[src/rtl/seq_sub_32_bits.sv]
// seq_sub_32_bits
// Multi-cycle WIDTH-bit subtractor with borrow-in. It computes a - b - b_in
// one SLICE-bit slice per clock, starting with the least-significant slice,
// and chains the borrow from each slice into the next.
//
// Handshake:
//   - An operation is accepted on a rising edge where start=1 and ready=1.
//   - done pulses for one cycle when the result is available.
//   - diff, b_out, ovf and zero then hold their values until the next
//     completion or the next reset.
//
// Ports:
//   clk    in   system clock, rising edge
//   rst    in   synchronous active-high reset
//   start  in   request, accepted only while ready=1
//   a      in   minuend, sampled on the accepting edge
//   b      in   subtrahend, sampled on the accepting edge
//   b_in   in   borrow in, sampled on the accepting edge
//   ready  out  1 only while idle
//   done   out  one-cycle completion pulse
//   diff   out  (a - b - b_in) mod 2^WIDTH
//   b_out  out  final borrow (unsigned a < b + b_in)
//   ovf    out  two's-complement overflow
//   zero   out  diff == 0
module seq_sub_32_bits #(
  parameter int WIDTH = 32,
  parameter int SLICE = 8
) (
  input  logic             clk,
  input  logic             rst,
  input  logic             start,
  input  logic [WIDTH-1:0] a,
  input  logic [WIDTH-1:0] b,
  input  logic             b_in,
  output logic             ready,
  output logic             done,
  output logic [WIDTH-1:0] diff,
  output logic             b_out,
  output logic             ovf,
  output logic             zero
);

  localparam int NSLICE = WIDTH / SLICE;
  // Keep the slice index at least one bit wide, so that a single-slice
  // configuration still elaborates.
  localparam int IDXW = (NSLICE > 1) ? $clog2(NSLICE) : 1;
  localparam logic [IDXW-1:0] LAST_IDX = IDXW'(NSLICE - 1);

  typedef enum logic [1:0] {IDLE, RUN, DONE} state_t;

  state_t state_q, state_d;

  logic [WIDTH-1:0] a_q, a_d;
  logic [WIDTH-1:0] b_q, b_d;
  logic [WIDTH-1:0] res_q, res_d;
  logic             borrow_q, borrow_d;
  logic [IDXW-1:0]  idx_q, idx_d;

  logic [WIDTH-1:0] diff_q, diff_d;
  logic             b_out_q, b_out_d;
  logic             ovf_q, ovf_d;
  logic             zero_q, zero_d;

  logic [SLICE-1:0] slice_a;
  logic [SLICE-1:0] slice_b;
  logic [SLICE:0]   slice_res;

  // State register. Reset aborts any operation in flight.
  always_ff @(posedge clk) begin
    if (rst) begin
      state_q <= IDLE;
    end else begin
      state_q <= state_d;
    end
  end

  // Datapath and result registers.
  always_ff @(posedge clk) begin
    if (rst) begin
      a_q      <= '0;
      b_q      <= '0;
      res_q    <= '0;
      borrow_q <= 1'b0;
      idx_q    <= '0;
      diff_q   <= '0;
      b_out_q  <= 1'b0;
      ovf_q    <= 1'b0;
      zero_q   <= 1'b0;
    end else begin
      a_q      <= a_d;
      b_q      <= b_d;
      res_q    <= res_d;
      borrow_q <= borrow_d;
      idx_q    <= idx_d;
      diff_q   <= diff_d;
      b_out_q  <= b_out_d;
      ovf_q    <= ovf_d;
      zero_q   <= zero_d;
    end
  end

  // Next-state logic.
  always_comb begin
    state_d = state_q;
    case (state_q)
      IDLE:    if (start) state_d = RUN;
      RUN:     if (idx_q == LAST_IDX) state_d = DONE;
      DONE:    state_d = IDLE;
      default: state_d = IDLE;
    endcase
  end

  // Slice subtractor plus working-register updates.
  // The subtraction is done one bit wider than a slice. The extra MSB is
  // the borrow out of the slice.
  // The published outputs are computed from the merged result, which
  // includes the final slice, so that they are loaded on the same edge
  // that enters DONE.
  always_comb begin
    a_d      = a_q;
    b_d      = b_q;
    res_d    = res_q;
    borrow_d = borrow_q;
    idx_d    = idx_q;
    diff_d   = diff_q;
    b_out_d  = b_out_q;
    ovf_d    = ovf_q;
    zero_d   = zero_q;

    slice_a   = a_q[int'(idx_q) * SLICE +: SLICE];
    slice_b   = b_q[int'(idx_q) * SLICE +: SLICE];
    slice_res = {1'b0, slice_a} - {1'b0, slice_b} - {{SLICE{1'b0}}, borrow_q};

    case (state_q)
      IDLE: begin
        if (start) begin
          a_d      = a;
          b_d      = b;
          borrow_d = b_in;
          idx_d    = '0;
          res_d    = '0;
        end
      end
      RUN: begin
        res_d[int'(idx_q) * SLICE +: SLICE] = slice_res[SLICE-1:0];
        borrow_d = slice_res[SLICE];
        idx_d    = idx_q + IDXW'(1);
        if (idx_q == LAST_IDX) begin
          diff_d  = res_d;
          b_out_d = slice_res[SLICE];
          ovf_d   = (a_q[WIDTH-1] != b_q[WIDTH-1]) && (res_d[WIDTH-1] != a_q[WIDTH-1]);
          zero_d  = ~|res_d;
        end
      end
      default: ;
    endcase
  end

  // Output decode.
  always_comb begin
    ready = (state_q == IDLE);
    done  = (state_q == DONE);
    diff  = diff_q;
    b_out = b_out_q;
    ovf   = ovf_q;
    zero  = zero_q;
  end

endmodule
[config.mk]
export PLATFORM = sky130hd
export DESIGN_NAME = seq_sub_32_bits
export DESIGN_NICKNAME = d
export VERILOG_FILES = /design/src/rtl/seq_sub_32_bits.sv
export SDC_FILE = /design/constraint.sdc
export NUM_CORES = 1
export LEC_CHECK = 0
export CORE_MARGIN = 5
export CORE_UTILIZATION = 53
export DETAILED_ROUTE_END_ITERATION = 8
export HOLD_SLACK_MARGIN = 0.02
export PLACE_DENSITY = 0.8
export SLEW_MARGIN = 15
export SYNTH_ARGS = -nofsm -noshare
export SYNTH_HDL_FRONTEND = slang
export SYNTH_SLANG_ARGS = --single-unit
[constraint.sdc]
create_clock -name clk -period 5.71 [get_ports clk]
set_clock_uncertainty 0.2 [all_clocks]
set_input_delay 1.142 -clock clk [delete_from_list [all_inputs] [get_ports clk]]
set_output_delay 1.142 -clock clk [all_outputs]
set_load 0.02 [all_outputs]
==> results.md <==
* Result of the run: finished, final reports clean
* Most frequent cell on the critical path: fa_1
* DR iter-0 viols at 464
* Mean area per synthesized cell at just over 8 um2
* Type of the worst setup path: reg -> reg
* Worst Setup Start Kind: register
* Maximum number of pins on one net before global-route repair at 89
* P per Cell Area at 322.1 mW/mm2
* Number of storage elements in the synthesis netlist at 136
* Antenna Violating Nets Remaining at 0
* Logic gate share of total power at 0.177
* Worst reg2reg path depth at 11
* Most frequently used flop master after synthesis: dfxtp_1
* DRT Wirelength at 16.57 mm
* Internal power at 1.835 mW
* Category of the worst setup path capture point: register
* Most frequent cells in the layout: 150 x nand2_1, 136 x dfxtp_1, 103 x clkdlybuf4s50_1, 94 x nor2_1, 85 x a21oi_1
* Slew Limit Headroom at 0.2725
* Max_cap viols at 0
* Leak Pwr at 2.848 nW
* Pre-CTS worst setup slack at about 1.1 ns
* Net Count, Synth at 834
* Largest incremental delay on the critical path at about 0.85 ns
* Total negative setup slack at 0 ns
* Worst-case clock buffer depth at 2
* Worst EP arrival at 4.83 ns
* Die X at around 120 um
* Fraction of the cycle the final worst path needs at 0.8173
* Biggest fanout along the worst timing path at 16
* Count of non-filler cells in the finished layout at 977
* Seq/Total Area, Yosys at 0.4392
* F_max at 0.2143 GHz
* Final-report max-slew violation count at 0
* Total vias in the final route at roughly 5700
* Area of the die at 0.01396 mm2
* Cell chain of the critical path: mux4_2, fa_1, fa_1, nand2b_1, a31o_2, a21oi_1, xnor2_1, a22oi_1, nand4_1, a2111oi_1, a31o_1
* Count of flip-flops with a built-in enable after synthesis at 0
* Initial Util at 0.5430
* Launch instance of the worst min-delay path: b_q[25]$_SDFFE_PP0P_
* Count of buffer and inverter cells on the critical path at 0
* Sink Count at 136
* Clock-pin transition on the worst setup and hold timing paths at 0.06 ns
* Total global-route track usage at 0.2337
* Routability cong. at between 0.9 and 1
* Number of instances in the placed design at 945
* Number of buffers inserted to repair setup after CTS at 0
* Antenna Cells at 0
* Crit path from: idx_q[0]$_SDFFE_PP0P_
* Proportion of layout cells with a drive suffix above 1 at 0.07674
* Setup violators final at 0
* Number of I/O pins at about 110
* Reg-to-reg critical path startpoint: idx_q[0]$_SDFFE_PP0P_
* Routed wirelength normalized by instance count at between 15 and 20 um
* Minimum hold slack at 0.2518 ns
* Fraction of registers with async set or reset after synthesis at 0
* Hold Buf Count CTS at 0
* Worst supply voltage drop on vdd at 300.5 uV
* Required time of the critical path at 5.87 ns
* Number of antenna violations at the first check in global routing at 0
* Resize count post-CTS at 0
* DRC errors left at 0
* First-pass GRT wire length at between 20 and 30 mm
* Switching Power at 688.6 uW
* Cell with the largest stage delay on the worst path: dfxtp_1
* Leading cell type in the layout, fill and taps excluded: nand2_1
* Average via count per standard cell at approximately 5.8
* Yosys Warn Count at 0
* Number of stages on the worst setup path at 11
* Yosys cell types at 56
* Share of total power consumed by net switching at 0.2728
* Chip Height at 118.2 um
* Post-detail-place hpwl at ~12 mm
* Standard-cell row count at 39
* Setup repair after global routing missed its margin: false
* Instance count of the mapped netlist at between 700 and 800
* Tightest Pin Transition at about 1.1 ns
* Signed area change from the synthesized netlist to the final layout at 26.40%
* Final Hold Violating Endpoints at 0
* Core Region at around 0.011 mm2
* Final core area utilization at 0.6863
* Final critical path time including I/O delays and setup at around 4.7 ns
* Reg2Reg Capture Point: zero$_SDFFE_PP0P_
* Htree depth at 4
* Nets@finish at approximately 900
* Cell at the root of the clock tree: clkbuf_16
* Seq pwr share at 0.401
* Via count of the first global-routing pass at 5469
* Setup slack, reg-to-reg at between 1 and 1.5 ns
* Clk network pwr share at 0.423
* Kind of cell with the highest combined delay on the critical path: compound AO/OA/AOI/OAI gates
* Number of buffers added on ports at 104
* Clock insertion delay at the later pin of the skew report at 0.42 ns
* Number of optimization iterations in the first detailed-route pass at 5
* Total CTS buffers at 17
* End point of the critical path: zero$_SDFFE_PP0P_
* Setup slack after layout at 1.043 ns
* Clock tree from TritonCTS: done
* Netlist area before placement at 0.006200 mm2
* Global-route congestion overflow total at 0
* Hold WC Path Type: reg -> reg
==> worst reg2reg max path, delay by kind of cell (launching register included) <==
| family | cells | cell delay [ns] |
|---|---|---|
| simple gates | 2 | 0.33 |
| mux | 1 | 0.62 |
| xor+xnor | 1 | 0.23 |
| flops | 1 | 0.85 |
| fa+ha+maj | 2 | 0.87 |
| compound gates | 5 | 1.50 |
==> power by group through the flow <==
stage / clock [mW] / combinational (mW) / sequential [mW]
2_1_floorplan: 0 / 0.296 / 1.02
3_3_place_gp: 0 / 0.425 / 1.03
3_5_place_dp: 0 / 0.437 / 1.03
4_1_cts: 1.08 / 0.439 / 1.01
5_1_grt: 1.12 / 0.479 / 1.01
6_report: 1.07 / 0.446 / 1.01
==> final cells by class <==
| type | count | area [um2] |
|---|---|---|
| repair buffers | 113 | 1106 |
| clock buffers | 24 | 481.7 |
| multi-input cells | 524 | 3143 |
| inverters | 29 | 108.9 |
| fillers | 934 | 3582 |
| clock inverters | 8 | 95.09 |
| flip-flops and latches | 136 | 2723 |
| well taps | 143 | 178.9 |
==> flip-flops by register name, summed over array words and instances (netlist names) <==
name and flops:
idx_q 2, borrow_q 1, ovf 1, zero 1
b_out 1, res_q 32, diff 32, b_q 32
state_q 2, a_q 32
==> synth_stat cells, types with 7 or more instances <==
master,instances,area share
buf_1,11,0.0067
a22o_1,7,0.0099
a211oi_1,22,0.027
clkbuf_1,41,0.025
dfxtp_1,136,0.44
a31oi_1,20,0.020
nor2_1,94,0.057
inv_1,29,0.018
ha_1,18,0.036
mux4_2,16,0.058
nand3_1,10,0.0081
nor3_1,14,0.011
a21oi_1,85,0.069
nand2_1,151,0.091
a22oi_1,18,0.022
==> routing by layer <==
layer  share of wire  track usage  wire length (um)
met1            0.42       0.2934              6953
met2            0.49       0.3868              8116
met3           0.062      0.05922              1034
met4           0.028      0.09032               467
met5               0            0                 0
==> through the flow <==
step / area, um2 / power [mW]
2_1_floorplan: 6200 / 1.315
3_3_place_gp: 7258 / 1.453
3_5_place_dp: 7258 / 1.467
4_1_cts: 7835 / 2.526
5_1_grt: 7836 / 2.614
6_report: 7836 / 2.524
==> how the worst min path moves through the flow <==
| stage | end | slack (ns) | cells past startpoint |
|---|---|---|---|
| after detailed placement | b_q[27]$_SDFFE_PP0P_ | 0.25 | 2 |
| after global routing | b_q[25]$_SDFFE_PP0P_ | 0.27 | 2 |
| after floorplan | a_q[16]$_SDFFE_PP0P_ | 0.23 | 2 |
| after CTS | b_q[25]$_SDFFE_PP0P_ | 0.25 | 2 |
| final | b_q[25]$_SDFFE_PP0P_ | 0.25 | 2 |
| after global placement | b_q[5]$_SDFFE_PP0P_ | 0.24 | 2 |
==> kinds of logic after synthesis <==
kind of cell	synth area share
buf+inv	0.05772
fa+ha+maj	0.04279
simple gates	0.2036
flops	0.4392
compound gates	0.1857
mux	0.06135
xor+xnor	0.009689
Note: power is estimated with default switching activity, not from simulation.
